**src/rtl/log_accumulator.sv**
```systemverilog
// Serial log-domain reducer: folds z lanes per beat, accumulates beats
// until in_last, then offers the sum over a valid/ready handshake.
module log_accumulator #(
  parameter int z        = 4,
  parameter int width    = 16,
  parameter int int_bits = 5
) (
  input  logic               clk,
  input  logic               reset,
  input  logic [width*z-1:0] in_data,
  input  logic               in_valid,
  input  logic               in_last,
  output logic               in_ready,
  output logic [width-1:0]   out_data,
  output logic               out_valid,
  input  logic               out_ready,
  output logic               out_sat
);

  localparam int M  = width - 1;
  localparam int F  = width - 1 - int_bits;
  localparam int LW = (z > 1) ? $clog2(z) : 1;

  typedef enum logic [1:0] {
    IDLE, FOLD, HOLD, OUT
  } state_e;

  state_e             state_q;
  logic [width*z-1:0] beat_q;
  logic               last_q;
  logic               first_q;
  logic [LW-1:0]      lane_q;
  logic [width-1:0]   acc_q;
  logic               sat_q;

  logic [width-1:0] lane_w;
  logic [M-1:0]     ma, mx;
  logic [M-1:0]     big_m, small_m;
  logic [M-1:0]     d, k, cf;
  logic [M:0]       sum;
  logic             big_s, swap;
  logic [width-1:0] add_d;
  logic             add_sat;

  always_comb begin
    lane_w = '0;
    for (int i = 0; i < z; i++) begin
      if (lane_q == LW'(i)) begin
        lane_w = beat_q[i*width +: width];
      end
    end
  end

  // Tie on magnitude keeps the accumulator as the big operand.
  always_comb begin
    ma      = acc_q[M-1:0];
    mx      = lane_w[M-1:0];
    swap    = mx > ma;
    big_m   = swap ? mx : ma;
    small_m = swap ? ma : mx;
    big_s   = swap ? lane_w[M] : acc_q[M];
    d       = big_m - small_m;
    k       = d >> F;
    cf      = (k > M'(F)) ? '0 : ((M'(1) << F) >> k);
    sum     = {1'b0, big_m} + {1'b0, cf};
    add_sat = 1'b0;
    if (acc_q[M] == lane_w[M]) begin
      if (sum[M]) begin
        add_d   = {big_s, {M{1'b1}}};
        add_sat = 1'b1;
      end else begin
        add_d = {big_s, sum[M-1:0]};
      end
    end else if (cf > big_m) begin
      add_d = {big_s, {M{1'b0}}};
    end else begin
      add_d = {big_s, big_m - cf};
    end
  end

  always_ff @(posedge clk) begin
    if (reset) begin
      state_q <= IDLE;
      beat_q  <= '0;
      last_q  <= 1'b0;
      first_q <= 1'b0;
      lane_q  <= '0;
      acc_q   <= '0;
      sat_q   <= 1'b0;
    end else begin
      unique case (state_q)
        IDLE: begin
          if (in_valid) begin
            beat_q  <= in_data;
            last_q  <= in_last;
            first_q <= 1'b1;
            sat_q   <= 1'b0;
            lane_q  <= '0;
            state_q <= FOLD;
          end
        end
        FOLD: begin
          if (first_q) begin
            acc_q   <= lane_w;
            first_q <= 1'b0;
          end else begin
            acc_q <= add_d;
            sat_q <= sat_q | add_sat;
          end
          if (lane_q == LW'(z - 1)) begin
            lane_q  <= '0;
            state_q <= last_q ? OUT : HOLD;
          end else begin
            lane_q <= lane_q + LW'(1);
          end
        end
        HOLD: begin
          if (in_valid) begin
            beat_q  <= in_data;
            last_q  <= in_last;
            first_q <= 1'b0;
            lane_q  <= '0;
            state_q <= FOLD;
          end
        end
        OUT: begin
          if (out_ready) begin
            state_q <= IDLE;
          end
        end
        default: state_q <= IDLE;
      endcase
    end
  end

  assign in_ready  = (state_q == IDLE) || (state_q == HOLD);
  assign out_valid = (state_q == OUT);
  assign out_data  = acc_q;
  assign out_sat   = sat_q;

endmodule

```
**config.mk**
```make
export PLATFORM = sky130hd
export DESIGN_NAME = log_accumulator
export DESIGN_NICKNAME = d
export VERILOG_FILES = /design/src/rtl/log_accumulator.sv
export SDC_FILE = /design/constraint.sdc
export NUM_CORES = 1
export LEC_CHECK = 0
export BUFFER_PORTS_ARGS = -buffer_cell sky130_fd_sc_hd__buf_4
export CAP_MARGIN = 5
export CORE_MARGIN = 2
export CORE_UTILIZATION = 35
export CTS_BUF_LIST = sky130_fd_sc_hd__clkbuf_8
export CTS_CLUSTER_DIAMETER = 50
export DETAILED_ROUTE_END_ITERATION = 12
export MAX_ROUTING_LAYER = met4
export PLACE_DENSITY = 0.56
export SLEW_MARGIN = 20
export SYNTH_ARGS = -nofsm -noshare
export SYNTH_HDL_FRONTEND = slang
export SYNTH_SLANG_ARGS = --single-unit
```
**constraint.sdc**
```tcl
create_clock -name clk -period 6.7 [get_ports clk]
set_input_delay 1.34 -clock clk [delete_from_list [all_inputs] [get_ports clk]]
set_output_delay 1.34 -clock clk [all_outputs]
set_load 0.01 [all_outputs]
```
After elaboration in Yosys (flattened, before gate mapping)
Index checks and enable logic that the tools add are counted.

word-level totals
  flip-flop bits (word level) = 87
  output and inout bits = 19
  word-level logic and storage cells = 68

operators by class
  add/subtract/negate cells = 4
  order comparisons = 3
  equality and inequality tests = 13
  shift operators = 1
  mux-type cells = 27
  bitwise gates (word level) = 1
  reductions and logical operators = 12

operator list
  operator                 number
  $mux W15                 6
  $mux W16                 5
  $gt A15 B15 Y1           2
  $sub A15 B15 Y15         2
  $add A15 B15 Y16         1
  $shr A11 B5 Y15 const A  1
  $mux W2                  5
  $reduce_and A3 Y1        3
  $eq A2 B2 Y1 const B     4
  $ne A2 B2 Y1 const B     4
  $mux W1                  7
  $pmux W2 S3              1
  $gt A5 B4 Y1 const B     1
  $eq A2 B1 Y1 const B     2
  $logic_not A2 Y1         2
  $ne A2 B1 Y1 const B     2
  $pmux W2 S2              1
  $reduce_and A2 Y1        2
  $reduce_bool A2 Y1       2
  $pmux W1 S3              1
  $reduce_bool A3 Y1       1
  $add A2 B1 Y2 const B    1
  $pmux W1 S2              1
  $reduce_or A2 Y1         1
  other kinds (3)          3

Logic depth before layout (Yosys ltp)
  depth in word-level cells = 16
  depth in mapped cells = 38
  mapped depth without buffers = 33

Least setup slack after synthesis
No wires, ideal clock.

  kind = register -> register
  start = register lane_q[1]
  end = register acc_q[14] (netlist: out_data[14])
  library setup time = 87 ps
  arrival time = 7013 ps
  path slack = -400 ps
  cell stages (with the launch flop) = 37
  path buffers = 3
  period minus slack after synthesis = 7100 ps
  cells stage by stage = dfxtp_1 -> inv_1 -> ha_1 -> clkbuf_1 -> clkbuf_1 -> nand3b_1 -> a21oi_1 -> a21oi_1 -> nor2_1 -> a21oi_1 -> inv_1 -> ha_1 -> and3_4 -> a221o_1 -> o21ai_2 -> nand3b_1 -> o31ai_2 -> a31oi_2 -> o311ai_4 -> a21oi_2 -> or4_1 -> nand3_1 -> clkbuf_1 -> nor4bb_1 -> ha_1 -> fa_1 -> nand2b_1 -> a21oi_1 -> o21ai_0 -> a21oi_1 -> o41a_1 -> a21oi_1 -> o311ai_0 -> a32o_1 -> a21oi_1 -> a221o_1 -> o31ai_1

between the ends
  longest elaborated chain between the ends = 14
  elaborated cells on any way between the ends = 23

ends and longest elaborated chain
  what                                             RTL line  RTL
  start, declared                                  32        logic [LW-1:0] lane_q;
  start signal, assigned                           114       lane_q <= lane_q + LW'(1);
  $logic_not A2 Y1                                 48        if (lane_q == LW'(i)) begin
  $mux W16 (3 in series)                           48
  $mux W16 *                                       48
  $gt A15 B15 Y1                                   58        swap = mx > ma;
  $mux W15, on equally long branches               59, 60
  $sub A15 B15 Y15                                 62        d = big_m - small_m;
  $gt A5 B4 Y1 or $shr A11 B5 Y15 (tied branches)  64        cf = (k > M'(F)) ? '0 : ((M'(1) << F) >> k);
  $mux W15                                         64
  $sub A15 B15 Y15 (tied with other cells)         77        add_d = {big_s, big_m - cf};
  $mux W15, on equally long branches               74, 68
  $mux W15                                         67        if (acc_q[M] == lane_w[M]) begin
  $mux W16 *                                       103       if (first_q) begin
  end signal, assigned                             104       acc_q <= lane_w;
  end, declared                                    33        logic [width-1:0] acc_q;

Every way passes the cells marked *; elsewhere a longest branch is shown, timed or not.
A chain may end at the register's enable or synchronous reset.

Final worst setup path
  start = register lane_q[0]
  end = register acc_q[14] (netlist: out_data[14])

The elaborated chain is that of the path after synthesis.

==> qor.txt <==
Hold_ws: 460 ps
Max clock buf depth: 2
Pre-CTS setup slack: -679 ps
FF-to-FF End: out_data[14]
Clock latency on the worst-skew pair: 360 ps
Max-slew violation count: 0
Syn nets: 1026
First-pass GRT wire length: 38.7 mm
Die area: 19700 um2
GRT overflow: 0
Stages on worst setup path: 36
Worst hold path startpoint: beat_q[7]
Hold buffers post-CTS: 0
Unrepaired setup endpoints after global routing: yes
Row count: 49
Average size of a mapped cell: 7.15 um2
Fin Clk Skew: 12.6 ps
Crit end category: flip-flop
Crit path kind: flip-flop to flip-flop
Outcome: finished with violations
Vias: 7744
Most used cell, CP: buf_6
Count of different cell masters after synthesis: 76
R2R Path Start: lane_q[0]
Port Buf Inserts: 87
Final setup violation count: 12
Synth top area cells: dfxtp_1 27%, nand2_1 11%, a21oi_1 9.8%, ha_1 8.9%, o21ai_0 3.4%
CTS root buf: clkbuf_8
CP Data Required Time: 6970 ps
Die Wd: 140 um
Fmax achieved: 143 MHz
Post-route ant nets: 0
Sequential element share of the synthesized area: 0.268
Synth area leader: dfxtp_1
Worst Setup Start Kind: flip-flop
EDFF count, synth: 0
Synth async-reset ratio: 0
Max-cap check violation count: 0
Crit path buf inv count: 9
Clock transition at path regs: 90 ps
Reg2reg path depth: 36
Final period util: 1.04
Most frequent cells after synthesis: 192 x nand2_1, 127 x a21oi_1, 87 x dfxtp_1, 57 x inv_1, 46 x ha_1
DRC Markers: 0
Core area: 18100 um2
All-Layer GR Usage: 0.255
Antenna cell count: 0
CTS tree: yes
Height of the die: 140 um
Share of cells above drive strength 1: 0.426
Failing checks: negative setup slack
Hold EP: beat_q[7]
Hpwl dp: 18.5 mm
Fin nets: 1286
RePlAce Congestion: 1.00
Hold Crit Depth: 2
Final hold violation count: 0
Detail-routed via count per cell: 5.52
Initial Utilization: 0.360
Post-route minimum period: 6990 ps
FF+latch count, synth: 87
Inst Count DP: 1337
Final std cells w/o fill: 1403
Cell area after synthesis: 6500 um2
Setup slack after layout: -288 ps
Slowest-stage cell, CP: or4_4
Worst-path maximum fanout: 8
TritonRoute pass-1 iters: 7
Most frequent cell after synthesis: nand2_1
DRT iter0 DRCs: 591
Top FF cell, synth: dfxtp_1
Worst hold path class: flip-flop to flip-flop
Crit path DAT: 7260 ps
Worst slew margin: 0.0881
Vias in the first global route: 7349
Post-synth top area share: 0.268
Initial antenna violation count: 0
Family with the most delay on the worst path: compound AO/OA/AOI/OAI gates
CTS H-tree depth: 3
Sink Count: 87
Synth Instances: 909
Max stage delay on crit path: 540 ps
Drt wl/cell: 18.3 um
Drt total wl: 25.7 mm
Crit path from: lane_q[0]
YS warnings: 0
Largest net degree at the start of global routing: 66
Worst-Margin Slew: 1360 ps
Register-to-register setup slack: -290 ps
I/O pin count: 88
CTS buffer count: 9
Layout area overhead: 58.0%
==> logic make-up after synthesis <==
group	count (synthesis)	synth area share
compound gates	290	0.287
xor+xnor	8	0.0108
fa+ha+maj	48	0.0947
buf+inv	116	0.0739
flops	87	0.268
mux	5	0.00808
simple gates	355	0.258
==> cell usage in the layout, fill, tap and decap left out, types with 11 or more instances in the layout <==
cell type and n:
nand4_1 11, dfxtp_1 85, nor2_1 34, ha_1 23, o21ai_2 13, a21oi_2 26
o21ai_0 22, buf_6 20, nand3_1 14, a21oi_1 99, nand3b_1 12, nand2_1 187
buf_4 280, ha_4 19, inv_1 46
==> registers in the layout, indices dropped and copies added, names as in the netlist <==
| name | count |
|---|---|
| state_q | 2 |
| lane_q | 2 |
| first_q | 1 |
| beat_q | 64 |
| last_q | 1 |
| out_sat | 1 |
| out_data | 16 |
==> through the flow <==
| step | setup TNS (ps) | util | cell area [um2] |
|---|---|---|---|
| 2_1_floorplan | 0 | - | 6580 |
| 3_3_place_gp | -5160 | 0.475 | 8580 |
| 3_5_place_dp | -6220 | 0.475 | 8580 |
| 4_1_cts | -133 | 0.530 | 9580 |
| 5_1_grt | -5560 | 0.568 | 10300 |
| 6_report | -1630 | 0.568 | 10300 |
==> worst max-delay path by stage <==
stage                   endpoint  slack, ps
finish              out_data[14]       -290
global route        out_data[14]       -460
CTS                 out_data[14]        -80
detailed placement  out_data[14]       -680
global placement    out_data[14]       -660
floorplan           out_data[14]          5
==> tightest hold or removal path: stages (launching register included) <==
cell	delay [ps]
dfxtp_1	320
nand2_1	50
a21oi_1	50
==> final cells by class <==
type | count | area [um2]
fillers | 1688 | 7820
multi-input cells | 707 | 5330
repair buffers | 307 | 2460
flip-flops and latches | 87 | 1750
well taps | 229 | 287
inverters | 57 | 221
clock buffers | 9 | 124
clock inverters | 7 | 101
==> per-layer routing <==
metal | GRT usage | routed length, um | vias to the layer above
met5 | - | 0 | -
met4 | 0.0595 | 566 | 0
met3 | 0.0308 | 1540 | 42
met2 | 0.406 | 11900 | 261
met1 | 0.347 | 11700 | 3666
li1 | - | - | 3775
==> timing repair <==
item / CTS / global route
buffers inserted: 30 / 21
pin swaps: 62 / 81
setup endpoints to repair: 16 / 16
cloned: 2 / 1
gates resized for setup: 115 / 111
Power is left out: the tool's default activity adds up to more than one toggle a clock period on the data nets, which glitch-free logic cannot reach.
